### src/rtl/envelope_pkg.sv
// envelope_pkg
// Shared definitions for the eight-voice ADSR envelope generator:
//   env_state_t  - per-voice envelope phase
//   VOICES_C     - number of voices
//   LEVEL_W      - width of a Q16.16 gain word
//   LEVEL_ONE    - unity gain (1.0 in Q16.16)
//   clamp_level  - limits a level to an upper bound
package envelope_pkg;

  localparam int VOICES_C = 8;
  localparam int LEVEL_W  = 32;
  localparam int STATE_W  = 3;

  localparam logic [LEVEL_W-1:0] LEVEL_ONE = 32'h0001_0000;

  typedef enum logic [STATE_W-1:0] {
    ENV_IDLE    = 3'd0,
    ENV_ATTACK  = 3'd1,
    ENV_DECAY   = 3'd2,
    ENV_SUSTAIN = 3'd3,
    ENV_RELEASE = 3'd4
  } env_state_t;

  function automatic logic [LEVEL_W-1:0] clamp_level(input logic [LEVEL_W-1:0] value,
                                                      input logic [LEVEL_W-1:0] limit);
    return (value > limit) ? limit : value;
  endfunction

endpackage

### src/rtl/envelope_step.sv
// envelope_step
// Combinational next-state / next-level computation for a single voice.
// The top level time-multiplexes one instance across all voices.
// Ports:
//   state_i, level_i      current phase and gain of the voice being processed
//   trig_i                pending note-on trigger for that voice
//   gate_i                registered gate level for that voice
//   attack_rate_i         level increment per tick in ATTACK
//   decay_rate_i          level decrement per tick in DECAY
//   sustain_level_i       sustain target (clamped to MAX_LEVEL)
//   release_rate_i        level decrement per tick in RELEASE
//   state_o, level_o      updated phase and gain
module envelope_step
  import envelope_pkg::*;
#(
  parameter logic [LEVEL_W-1:0] MAX_LEVEL = LEVEL_ONE
) (
  input  logic [STATE_W-1:0] state_i,
  input  logic [LEVEL_W-1:0] level_i,
  input  logic               trig_i,
  input  logic               gate_i,
  input  logic [LEVEL_W-1:0] attack_rate_i,
  input  logic [LEVEL_W-1:0] decay_rate_i,
  input  logic [LEVEL_W-1:0] sustain_level_i,
  input  logic [LEVEL_W-1:0] release_rate_i,
  output logic [STATE_W-1:0] state_o,
  output logic [LEVEL_W-1:0] level_o
);

  env_state_t         cur_state;
  env_state_t         eff_state;
  env_state_t         next_state;
  logic [LEVEL_W-1:0] sustain_eff;
  logic [LEVEL_W-1:0] next_level;
  logic [LEVEL_W:0]   attack_sum;
  logic [LEVEL_W:0]   decay_diff;
  logic [LEVEL_W:0]   release_diff;

  // The extra top bit of each sum/difference flags overflow past 32 bits or
  // underflow below zero. A trigger or a falling gate first redirects the
  // phase, and the step of the redirected phase is applied in the same update.
  always_comb begin
    cur_state    = env_state_t'(state_i);
    sustain_eff  = clamp_level(sustain_level_i, MAX_LEVEL);
    attack_sum   = {1'b0, level_i} + {1'b0, attack_rate_i};
    decay_diff   = {1'b0, level_i} - {1'b0, decay_rate_i};
    release_diff = {1'b0, level_i} - {1'b0, release_rate_i};

    eff_state = cur_state;
    if (trig_i) begin
      eff_state = ENV_ATTACK;
    end else if (!gate_i && (cur_state inside {ENV_ATTACK, ENV_DECAY, ENV_SUSTAIN})) begin
      eff_state = ENV_RELEASE;
    end

    next_state = eff_state;
    next_level = level_i;
    case (eff_state)
      ENV_ATTACK: begin
        if ((attack_rate_i == '0) || (attack_sum >= {1'b0, MAX_LEVEL})) begin
          next_level = MAX_LEVEL;
          next_state = ENV_DECAY;
        end else begin
          next_level = attack_sum[LEVEL_W-1:0];
        end
      end
      ENV_DECAY: begin
        if ((decay_rate_i == '0) || decay_diff[LEVEL_W] ||
            (decay_diff[LEVEL_W-1:0] <= sustain_eff)) begin
          next_level = sustain_eff;
          next_state = ENV_SUSTAIN;
        end else begin
          next_level = decay_diff[LEVEL_W-1:0];
        end
      end
      ENV_SUSTAIN: begin
        next_level = sustain_eff;
      end
      ENV_RELEASE: begin
        if ((release_rate_i == '0) || release_diff[LEVEL_W] ||
            (release_diff[LEVEL_W-1:0] == '0)) begin
          next_level = '0;
          next_state = ENV_IDLE;
        end else begin
          next_level = release_diff[LEVEL_W-1:0];
        end
      end
      default: begin
        next_level = '0;
        next_state = ENV_IDLE;
      end
    endcase
  end

  assign state_o = next_state;
  assign level_o = next_level;

endmodule

### src/rtl/voice_envelope.sv
// voice_envelope
// Eight-voice ADSR envelope generator producing Q16.16 gain words. Once per
// envelope tick a sweep updates voices 0..VOICES-1 on consecutive clocks
// through a single shared envelope_step.
// Ports:
//   clk            system clock
//   reset_n        asynchronous active-low reset
//   gate           per-voice note-on level (may be asynchronous to the tick)
//   attack_rate    level increment per tick in ATTACK
//   decay_rate     level decrement per tick in DECAY
//   sustain_level  sustain target, clamped to MAX_LEVEL
//   release_rate   level decrement per tick in RELEASE
//   voice_volumes  registered gain per voice
//   voice_active   bit i high while voice i is not IDLE
//   sweep_done     one-cycle pulse during voice VOICES-1's processing cycle
module voice_envelope
  import envelope_pkg::*;
#(
  parameter int                 VOICES    = VOICES_C,
  parameter int                 TICK_DIV  = 1024,
  parameter logic [LEVEL_W-1:0] MAX_LEVEL = LEVEL_ONE
) (
  input  logic               clk,
  input  logic               reset_n,
  input  logic [VOICES-1:0]  gate,
  input  logic [LEVEL_W-1:0] attack_rate,
  input  logic [LEVEL_W-1:0] decay_rate,
  input  logic [LEVEL_W-1:0] sustain_level,
  input  logic [LEVEL_W-1:0] release_rate,
  output logic [LEVEL_W-1:0] voice_volumes [VOICES-1:0],
  output logic [VOICES-1:0]  voice_active,
  output logic               sweep_done
);

  localparam int PW = $clog2(TICK_DIV);
  localparam int IW = (VOICES > 1) ? $clog2(VOICES) : 1;

  logic               rst_sync_q;
  logic [PW-1:0]      presc_q;
  logic               sweep_busy_q;
  logic [IW-1:0]      sweep_idx_q;
  logic [VOICES-1:0]  gate_q;
  logic [VOICES-1:0]  trig_q;
  logic [VOICES-1:0]  trig_d;
  logic [VOICES-1:0]  clear_mask;
  logic               terminal;
  env_state_t         state_q [VOICES-1:0];
  logic [LEVEL_W-1:0] level_q [VOICES-1:0];
  logic [STATE_W-1:0] step_state;
  logic [LEVEL_W-1:0] step_level;

  // Reset asserts asynchronously but is released on a clock edge, so every
  // other register leaves reset in the same cycle.
  always_ff @(posedge clk or negedge reset_n) begin
    if (!reset_n) begin
      rst_sync_q <= 1'b0;
    end else begin
      rst_sync_q <= 1'b1;
    end
  end

  assign terminal = (presc_q == PW'(TICK_DIV - 1));

  // Prescaler and sweep sequencer; TICK_DIV >= VOICES+2 keeps sweeps apart.
  always_ff @(posedge clk or negedge rst_sync_q) begin
    if (!rst_sync_q) begin
      presc_q      <= '0;
      sweep_busy_q <= 1'b0;
      sweep_idx_q  <= '0;
    end else begin
      presc_q <= terminal ? '0 : presc_q + 1'b1;
      if (terminal) begin
        sweep_busy_q <= 1'b1;
        sweep_idx_q  <= '0;
      end else if (sweep_busy_q) begin
        if (sweep_idx_q == IW'(VOICES - 1)) begin
          sweep_busy_q <= 1'b0;
        end
        sweep_idx_q <= sweep_idx_q + 1'b1;
      end
    end
  end

  // A new rising edge is OR-ed in after the clear, so it survives a clear
  // landing in the same cycle.
  always_comb begin
    clear_mask = '0;
    if (sweep_busy_q) begin
      clear_mask[sweep_idx_q] = 1'b1;
    end
    trig_d = (trig_q & ~clear_mask) | (gate & ~gate_q);
  end

  always_ff @(posedge clk or negedge rst_sync_q) begin
    if (!rst_sync_q) begin
      gate_q <= '0;
      trig_q <= '0;
    end else begin
      gate_q <= gate;
      trig_q <= trig_d;
    end
  end

  envelope_step #(
    .MAX_LEVEL(MAX_LEVEL)
  ) u_step (
    .state_i        (state_q[sweep_idx_q]),
    .level_i        (level_q[sweep_idx_q]),
    .trig_i         (trig_q[sweep_idx_q]),
    .gate_i         (gate_q[sweep_idx_q]),
    .attack_rate_i  (attack_rate),
    .decay_rate_i   (decay_rate),
    .sustain_level_i(sustain_level),
    .release_rate_i (release_rate),
    .state_o        (step_state),
    .level_o        (step_level)
  );

  // Per-voice envelope registers; only the voice under the sweep index moves.
  always_ff @(posedge clk or negedge rst_sync_q) begin
    if (!rst_sync_q) begin
      for (int v = 0; v < VOICES; v++) begin
        state_q[v] <= ENV_IDLE;
        level_q[v] <= '0;
      end
    end else if (sweep_busy_q) begin
      state_q[sweep_idx_q] <= env_state_t'(step_state);
      level_q[sweep_idx_q] <= step_level;
    end
  end

  always_comb begin
    for (int v = 0; v < VOICES; v++) begin
      voice_volumes[v] = level_q[v];
      voice_active[v]  = (state_q[v] != ENV_IDLE);
    end
  end

  assign sweep_done = sweep_busy_q && (sweep_idx_q == IW'(VOICES - 1));

endmodule

### config.mk
export PLATFORM = sky130hd
export DESIGN_NAME = voice_envelope
export DESIGN_NICKNAME = d
export VERILOG_FILES = /design/src/rtl/envelope_pkg.sv /design/src/rtl/envelope_step.sv /design/src/rtl/voice_envelope.sv
export SDC_FILE = /design/constraint.sdc
export NUM_CORES = 1
export LEC_CHECK = 0
export ABC_AREA = 0
export CORE_MARGIN = 3
export CORE_UTILIZATION = 42
export CTS_BUF_LIST = sky130_fd_sc_hd__clkbuf_8
export DETAILED_ROUTE_END_ITERATION = 12
export PLACE_DENSITY = 0.67
export SLEW_MARGIN = 15
export SYNTH_ARGS = -nofsm -noshare
export SYNTH_HDL_FRONTEND = slang
export SYNTH_SLANG_ARGS = --single-unit
### constraint.sdc
create_clock -name clk -period 18.8 [get_ports clk]
set_input_delay 3.76 -clock clk [delete_from_list [all_inputs] [get_ports clk]]
set_output_delay 3.76 -clock clk [all_outputs]
set_load 0.005 [all_outputs]
==> results of run 1 <==
## layer usage
metal	track usage (%)	wire (um)	up-vias
li1	-	-	10080
met1	43.26	36840	10830
met2	51.20	40570	1132
met3	6.600	8493	195
met4	12.03	3878	0
met5	0	0	-
## power breakdown
part,internal [mW],leakage (nW),switching [mW]
Combinational,0.0761,6.92,0.114
Clock,0.319,0.590,0.271
Sequential,0.671,3.43,0.00319
## registers in the layout, indices dropped and copies added, names as in the netlist
signal,cells
presc_q,10
trig_q,8
sweep_idx_q,3
gate_q,8
sweep_busy_q,1
rst_sync_q,1
state_q,24
voice_volumes,256
## area by class of cell
class,instances,area [um2],share of cell area (%)
Tap cell,672,840.8,3.088
Clock inverter,26,158.9,0.5835
Timing Repair Buffer,458,4448,16.33
Antenna cell,4,10.01,0.03676
Sequential cell,311,7795,28.62
Inverter,104,390.4,1.433
Multi-Input combinational cell,1981,12750,46.82
Clock buffer,61,839.6,3.083
## cell families after synthesis
group	after synthesis	synth area share, %
AO/OA/AOI/OAI	835	25.03
multiplexers	113	5.731
flip-flops	311	36.38
buffers and inverters	256	4.614
other	1	0.01753
adder cells (fa/ha/maj)	134	7.942
AND/OR/NAND/NOR	813	17.39
XOR/XNOR	70	2.901
## metrics by stage
stage / cell area (um2) / power (mW) / utilization, % / hold slack (ns) / worst slack, ns
2_1_floorplan: 21450 / 0.7922 / - / 0.4271 / 9.461
4_1_cts: 27190 / 1.456 / 54.09 / 0.4662 / 8.539
3_5_place_dp: 26190 / 0.8705 / 52.10 / 0.4500 / 7.962
6_report: 27230 / 1.454 / 54.17 / 0.4433 / 8.601
5_1_grt: 27230 / 1.506 / 54.16 / 0.4940 / 8.021
3_3_place_gp: 26190 / 0.8684 / 52.10 / 0.4430 / 8.059
## worst max-delay path, stage by stage
cell             delay [ns]
clkdlybuf4s50_1        0.52
inv_1                  0.06
ha_1                   0.34
nor2b_1                0.16
o31a_1                 0.27
or4_1                  0.52
nand2_1                0.12
o31a_1                 0.21
o21ai_0                0.12
a21oi_1                0.27
nor2_1                 0.08
a311oi_1               0.94
inv_1                  0.11
ha_1                   0.34
nand4_1                0.13
nor4_1                 0.40
nand2_1                0.15
o211ai_1               0.23
and2_1                 0.36
nand2_1                0.39
a221oi_1               0.92
a31oi_1                0.19
## path summary, 6_finish.rpt
check	from	endpoint	slack (ns)	depth (start not counted)
max	decay_rate[2]	voice_volumes[226]	8.60	22
min	rst_sync_q	voice_volumes[10]	0.44	0
max reg2reg	sweep_idx_q[0]	voice_volumes[226]	8.96	25
min reg2reg	rst_sync_q	voice_volumes[10]	0.44	0
max in group asynchronous	reset_n	rst_sync_q	15.37	1
min in group clk	gate_q[7]	trig_q[7]	0.47	1
## cells in the final DEF, fill, tap and decap left out, types with 13 or more instances in the layout
cell type,n
o21bai_1,13
nor2b_1,27
a31oi_1,158
o22ai_1,21
xor2_1,27
inv_1,123
a221oi_1,25
dfrtp_1,307
a211oi_1,13
nand2_1,237
nor2_1,281
nor3_1,41
a21oi_1,181
o211ai_1,16
buf_4,53
o21ai_0,193
nor4_1,38
xnor2_1,42
and3_1,23
a22oi_1,37
ha_1,131
mux2_2,56
mux2i_1,55
clkdlybuf4s50_1,402
conb_1,16
nand4_1,35
nand3_1,54
or3_1,13
o21a_1,20
clkbuf_8,61
a21o_1,41
and2_1,17
==> results.json, run 1 <==
{
  "status": "complete, no violations",
  "yosysSeqAreaShare_pct": 36.38,
  "drive_gt1_share_pct": 7.684,
  "drt_first_pass_iters": 8,
  "ant_nets": 0,
  "crit_type": "primary input to register",
  "ys_seq_elements": 311,
  "max_slew.worst_pin.slew_ns": 1.190,
  "power.density_nw_per_um2": 53.38,
  "ys.flop_type": "dfrtp_1",
  "remaining_drc_errors": 0,
  "nets": 3178,
  "cts_resized": 0,
  "maxCapViolCount": 0,
  "netlist_top_cells_area": "dfrtp_1 (36%), ha_1 (7.7%), nor2_1 (4.9%)",
  "die_height_um": 231.7,
  "cts_buffers": 50,
  "setup_tns_ns": 0,
  "gr-total-overflow": 0,
  "htreeDepth": 2,
  "async_flop_share_pct": 100.0,
  "vdd_drop_max_mv": 0.04077,
  "final_cells": 3617,
  "ys_warn_count": 0,
  "fin_crit_sh_pct": 54.25,
  "grt_pass1_vias": 21100,
  "max_freq_mhz": 98.04,
  "period_minus_slack_ns": 10.20,
  "slew_headroom_pct": 20.65,
  "n_fill_cell": 4669,
  "p_leak_nw": 10.94,
  "cts_tree": "done",
  "initial_core_util_pct": 42.56,
  "num_rows": 82,
  "port_buffers": 402,
  "dr.first_iter.drc_count": 2479,
  "hp-class": "register to async pin",
  "clkTransAtPathRegs_ns": 0.07,
  "syn_to_final_growth_pct": 27.29,
  "critPathLaunchType": "primary input",
  "ys_top_cells_by_count": "dfrtp_1 (311), nor2_1 (281), nand2_1 (237)",
  "routed-via-count": 22240,
  "endpoint_kind": "register",
  "clk_latency_ns": 0.59,
  "synth-edff-count": 0,
  "cp_max_fo": 11,
  "root_buffer": "clkbuf_8",
  "hold_buffers": 0,
  "yosysUniqueCellTypes": 83,
  "dp_hpwl_um": 69140,
  "placed_cells": 3524,
  "postSynthAreaPerCell_um2": 8.446,
  "viasPerCell": 6.147,
  "synth_top_cell_by_area": "dfrtp_1",
  "synth_most_common_cell": "dfrtp_1",
  "grt_util_all_layers_pct": 32.17,
  "cp_data_required_time_ns": 19.22,
  "ios": 403,
  "grt_max_degree": 88,
  "place.gp.congestion": 0.9725,
  "antenna_found_initial": 3,
  "finalHoldViolations": 0,
  "fin_skew_ns": 0.02820,
  "setup_viol": 0,
  "clkSinkCount": 311,
  "rsz0062_at_grt": "no",
  "grt_pass1_wl_um": 132700,
  "dieArea_um2": 53680,
  "core_area_um2": 50270,
  "totalWireLength_um": 89780,
  "cts_buffer_depth": 3,
  "cts_setup_buffers": 0,
  "syn-cell-area_um2": 21390,
  "netlist_instances": 2533,
  "yosysTopAreaCellShare_pct": 36.38,
  "wl_per_cell_um": 24.82,
  "fp.dieW_um": 231.7,
  "slew_violations": 0,
  "worstPathArrival_ns": 10.62
}
Note: power is estimated with default switching activity, not from simulation.
==> run 2: changes to the inputs <==
==> constraint.sdc (replaced) <==
create_clock -name clk -period 10.4 [get_ports clk]
set_input_delay 2.08 -clock clk [delete_from_list [all_inputs] [get_ports clk]]
set_output_delay 2.08 -clock clk [all_outputs]
set_load 0.005 [all_outputs]
==> run 2 against run 1 <==
Non-clock buffer count is 13 higher. Sequential share of layout area decreased by 0.064 points. Setup slack worse by 6.7 ns. Highest routed layer unchanged.
==> results.json, run 2 (synthesis gave the netlist of run 1 again) <==
{
  "cts_buffers": 50,
  "hold_buffers": 0,
  "grt_pass1_vias": 21540,
  "cts_buffer_depth": 3,
  "swShare_pct": 26.94,
  "drive_gt1_share_pct": 8.020,
  "critPathLaunchType": "register",
  "htreeDepth": 2,
  "core_area_um2": 50270,
  "fin_crit_sh_pct": 82.20,
  "fin_skew_ns": 0.02659,
  "p_sw_mw": 0.7022,
  "port_buffers": 402,
  "r2r-end": "voice_volumes[3]",
  "layout_common_cells": "clkdlybuf4s50_1 (402), dfrtp_1 (307), nor2_1 (281)",
  "hp-class": "register to async pin",
  "power.density_nw_per_um2": 95.51,
  "initial_core_util_pct": 42.56,
  "grt_max_degree": 84,
  "setup_viol": 0,
  "cts_resized": 0,
  "rrSetupSlack_ns": 1.85,
  "comb_power_share_pct": 13.2,
  "rsz0062_at_grt": "no",
  "ios": 403,
  "p_clk_share_pct": 40.2,
  "reg2reg_from": "sweep_idx_q[1]",
  "syn_to_final_growth_pct": 27.57,
  "endpoint_kind": "register",
  "cp_data_required_time_ns": 10.83,
  "status": "complete, no violations",
  "wl_per_cell_um": 24.82,
  "setup_tns_ns": 0,
  "p_seq_share_pct": 46.6,
  "drt_first_pass_iters": 6,
  "r2r_cells": 23,
  "grt_util_all_layers_pct": 32.61,
  "path_cells": "mux4_2, mux2i_1, inv_1, ha_1, nor2b_1, o31a_1, a41oi_1, o22ai_1, o31ai_1, o21ai_0, a31oi_1, xnor2_1, ha_1, nand4_1, nor4_1, nand2_1, nor3_1, nor3_1, and2_1, and3_1, buf_4, a221oi_2, a31oi_1",
  "layout_commonest_cell": "clkdlybuf4s50_1",
  "worstPathArrival_ns": 8.98,
  "dieArea_um2": 53680,
  "fp.dieW_um": 231.7,
  "clk_latency_ns": 0.60,
  "period_minus_slack_ns": 8.549,
  "largest_register_ffs": 256,
  "max_slew.worst_pin.slew_ns": 1.161,
  "maxCapViolCount": 0,
  "finalHoldViolations": 0,
  "worst-path-buf-inv": 2,
  "ant_nets": 0,
  "clkSinkCount": 311,
  "crit_type": "register to register",
  "dp_hpwl_um": 69470,
  "cts_tree": "done",
  "viasPerCell": 6.150,
  "die_height_um": 231.7,
  "nets": 3191,
  "path_delay_family": "compound AO/OA/AOI/OAI gates",
  "routed-via-count": 22340,
  "clkTransAtPathRegs_ns": 0.06,
  "antenna_found_initial": 4,
  "place.gp.congestion": 0.9754,
  "cp_max_fo": 42,
  "dr.first_iter.drc_count": 2293,
  "slew_violations": 0,
  "p_int_mw": 1.904,
  "num_rows": 82,
  "placed_area_um2": 26310,
  "remaining_drc_errors": 0,
  "cp_num_cells": 23,
  "gr-total-overflow": 0,
  "max_freq_mhz": 117.0,
  "slew_headroom_pct": 22.59,
  "vdd_drop_max_mv": 0.07893,
  "critical_path.max_stage_delay_ns": 0.84,
  "postLayoutCellArea_um2": 27290,
  "p_leak_nw": 11.00,
  "totalWireLength_um": 90160,
  "grt_pass1_wl_um": 134300,
  "cp_slowest_cell": "dfrtp_4",
  "hold_slack_ns": 0.2874,
  "fin_util_pct": 54.29,
  "cts_setup_buffers": 0,
  "root_buffer": "clkbuf_8"
}
## run 2: cell types whose count changed in the layout (fill, tap and decap cells not counted)
cell        previous run  this run
clkinvlp_4             0         1
o221ai_2               1         0
clkinv_2               3         5
o221ai_1               9        10
diode_2                4         6
inv_6                  1         0
nor3_4                 1         0
buf_4                 53        69
nor3_2                 1         2
buf_6                  1         0
inv_1                123       125
clkbuf_8              61        58
clkbuf_4               2         0
## run 2: stage by stage
stage | setup slack (ns) | cells | power (mW)
floorplan | 1.061 | 2548 | 1.432
global placement | 1.797 | 3539 | 1.570
detailed placement | 1.716 | 3539 | 1.572
CTS | 2.021 | 3627 | 2.612
global route | 1.389 | 3631 | 2.705
finish | 1.851 | 3633 | 2.607
## run 2: final cells by class
class / count / area (um2)
diodes: 6 / 15.01
clock buffers: 58 / 798.3
clock inverters: 30 / 175.2
fillers: 4651 / 22980
inverters: 104 / 390.4
multi-input cells: 1981 / 12740
flip-flops and latches: 311 / 7795
well taps: 672 / 840.8
repair buffers: 471 / 4542
## run 2: power by group through the flow
stage	Clock, mW	Sequential (mW)	Combinational (mW)
finish	1.05	1.22	0.344
global route	1.12	1.22	0.373
CTS	1.06	1.22	0.337
detailed placement	0	1.24	0.335
global placement	0	1.24	0.333
floorplan	0	1.25	0.180
## run 2: worst max-delay path by stage
stage                   startpoint                 end
finish              sweep_idx_q[1]    voice_volumes[3]
global route        sweep_idx_q[1]  voice_volumes[195]
CTS                 sweep_idx_q[1]  voice_volumes[203]
detailed placement   decay_rate[0]  voice_volumes[203]
global placement     decay_rate[2]   voice_volumes[75]
floorplan               rst_sync_q           gate_q[0]
## run 2: layer usage
metal	global-route usage (%)	vias up	part of all wire, %
met5	0	-	0
met4	12.84	0	4.4
met3	5.839	170	8.5
met2	51.72	1123	45
li1	-	10100	-
met1	44.28	10950	42
==> run 3: changes to the inputs <==
--- a/config.mk
+++ b/config.mk
@@ -10,7 +10,7 @@
 export CORE_UTILIZATION = 42
 export CTS_BUF_LIST = sky130_fd_sc_hd__clkbuf_8
 export DETAILED_ROUTE_END_ITERATION = 12
-export PLACE_DENSITY = 0.67
+export PLACE_DENSITY = 0.69
 export SLEW_MARGIN = 15
 export SYNTH_ARGS = -nofsm -noshare
 export SYNTH_HDL_FRONTEND = slang
==> constraint.sdc (replaced) <==
create_clock -name clk -period 7 [get_ports clk]
set_input_delay 1.4 -clock clk [delete_from_list [all_inputs] [get_ports clk]]
set_output_delay 1.4 -clock clk [all_outputs]
set_load 0.005 [all_outputs]
==> run 3 against run 2 <==
Clock skew is 0.0053 ns lower. Combinational power grew 55%. Non-clock buffer count grew 68. Critical path depth rose by 4. Fmax increased by 26%. Largest power group unchanged. Routed wire length up 3.0%. Sequential cell count unchanged. Power grew 48%. Register-to-register slack lost 1.6 ns. Sequential power up 48%. Global-route usage rose by 0.61 points.
==> results.json, run 3 (synthesis gave the netlist of run 1 again) <==
{
  "drive_gt1_share_pct": 10.76,
  "p_leak_nw": 11.34,
  "r2r_cells": 27,
  "multi_input_area_um2": 12870,
  "cts_buffers": 48,
  "max_slew.worst_pin.slew_ns": 1.163,
  "cpMostUsedCell": "buf_4",
  "num_rows": 82,
  "critPathLaunchType": "register",
  "clkSinkCount": 311,
  "grt_util_all_layers_pct": 33.22,
  "slew_violations": 0,
  "fin_crit_sh_pct": 96.79,
  "period_minus_slack_ns": 6.775,
  "cp_data_required_time_ns": 7.44,
  "clk_latency_ns": 0.61,
  "clkTransAtPathRegs_ns": 0.06,
  "port_buffers": 402,
  "viasPerCell": 6.181,
  "fin_util_pct": 55.63,
  "p_clk_share_pct": 39.3,
  "dr.first_iter.drc_count": 2410,
  "hold_slack_ns": 0.3259,
  "layout_common_cells": "clkdlybuf4s50_1 (402), dfrtp_1 (307), nor2_1 (280)",
  "grt_pass1_vias": 21980,
  "fp.dieW_um": 231.7,
  "power.density_nw_per_um2": 137.7,
  "nets": 3257,
  "dp_hpwl_um": 71960,
  "antenna_found_initial": 9,
  "ant_nets": 0,
  "critical_path.max_stage_delay_ns": 0.58,
  "worstPathArrival_ns": 7.21,
  "cp_slowest_cell": "o22ai_1",
  "layout_commonest_cell": "clkdlybuf4s50_1",
  "n_fill_cell": 4610,
  "endpoint_kind": "register",
  "swShare_pct": 27.55,
  "rrSetupSlack_ns": 0.22,
  "cts_tree": "done",
  "root_buffer": "clkbuf_8",
  "syn_to_final_growth_pct": 30.72,
  "cp_max_fo": 17,
  "r2r-end": "voice_volumes[110]",
  "status": "complete, no violations",
  "die_height_um": 231.7,
  "grt_max_degree": 185,
  "maxCapViolCount": 0,
  "reg2reg_from": "sweep_idx_q[1]",
  "slew_headroom_pct": 22.28,
  "p_seq_share_pct": 46.9,
  "largest_register_ffs": 256,
  "finalHoldViolations": 0,
  "hold_buffers": 0,
  "max_freq_mhz": 147.6,
  "gr-total-overflow": 0,
  "htreeDepth": 2,
  "crit_type": "register to register",
  "remaining_drc_errors": 0,
  "comb_power_share_pct": 13.8,
  "seq_area_um2": 7797,
  "wl_per_cell_um": 25.12,
  "place.gp.congestion": 1.005,
  "ios": 403,
  "cts_buffer_depth": 3,
  "grt_pass1_wl_um": 136400,
  "p_sw_mw": 1.061,
  "drt_first_pass_iters": 7,
  "power_mw": 3.850,
  "dieArea_um2": 53680,
  "initial_core_util_pct": 42.56,
  "setup_viol": 0,
  "hp-class": "register to async pin",
  "core_area_um2": 50270,
  "routed-via-count": 22840,
  "setup_tns_ns": 0,
  "fin_skew_ns": 0.02131,
  "p_int_mw": 2.789,
  "totalWireLength_um": 92830,
  "vdd_drop_max_mv": 0.1176
}
==> run 3: worst max-delay path: cells and delay by family, from the launching register on <==
family,cells,cell delay (ns)
buffers and inverters,7,1.50
AND/OR/NAND/NOR,4,0.74
flip-flops,1,0.44
AO/OA/AOI/OAI,14,3.13
adder cells (fa/ha/maj),2,0.76
==> run 3: worst max-delay path by stage <==
| stage | startpoint | end | cells past startpoint |
|---|---|---|---|
| 4_1_cts | sweep_idx_q[1] | voice_volumes[79] | 28 |
| 6_report | sweep_idx_q[1] | voice_volumes[110] | 27 |
| 2_1_floorplan | sweep_idx_q[1] | voice_volumes[127] | 31 |
| 5_1_grt | sweep_idx_q[1] | voice_volumes[109] | 29 |
| 3_3_place_gp | decay_rate[2] | voice_volumes[10] | 24 |
| 3_5_place_dp | decay_rate[0] | voice_volumes[79] | 26 |
==> run 3: power by group through the flow <==
| stage | sequential (mW) | clock (mW) | combinational, mW |
|---|---|---|---|
| CTS | 1.81 | 1.52 | 0.517 |
| detailed placement | 1.84 | 0 | 0.514 |
| floorplan | 1.86 | 0 | 0.268 |
| global placement | 1.84 | 0 | 0.508 |
| finish | 1.81 | 1.51 | 0.532 |
| global route | 1.81 | 1.60 | 0.578 |
==> run 3: metrics by stage <==
stage          worst slack [ns]  area [um2]  std cells
5_1_grt                -0.01978       27960       3692
2_1_floorplan           0.07183       21470       2548
3_3_place_gp            -0.1403       26780       3595
4_1_cts                 0.02620       27740       3680
6_report                 0.2248       27970       3695
3_5_place_dp            -0.1492       26780       3595
==> run 3: cell type report <==
cell class | instances | area share, %
Antenna cell | 3 | 0.02684
Timing Repair Buffer | 539 | 18.32
Clock inverter | 25 | 0.4116
Tap cell | 672 | 3.007
Clock buffer | 60 | 2.953
Inverter | 104 | 1.396
Sequential cell | 311 | 27.88
Multi-Input combinational cell | 1981 | 46.01
==> run 3: per-layer routing <==
layer,vias up,wire length (um),share of wire [%],GRT usage [%]
li1,10230,-,-,-
met4,12,4486,4.8,13.69
met2,1273,42480,46,53.67
met5,-,88,0.095,0
met3,234,9072,9.8,7.152
met1,11090,36700,40,43.28
==> run 3: timing repair <==
action	CTS	global route
pin swaps	0	9
gates resized for setup	4	23
setup buffers	0	12
endpoints found under the setup margin	187	264
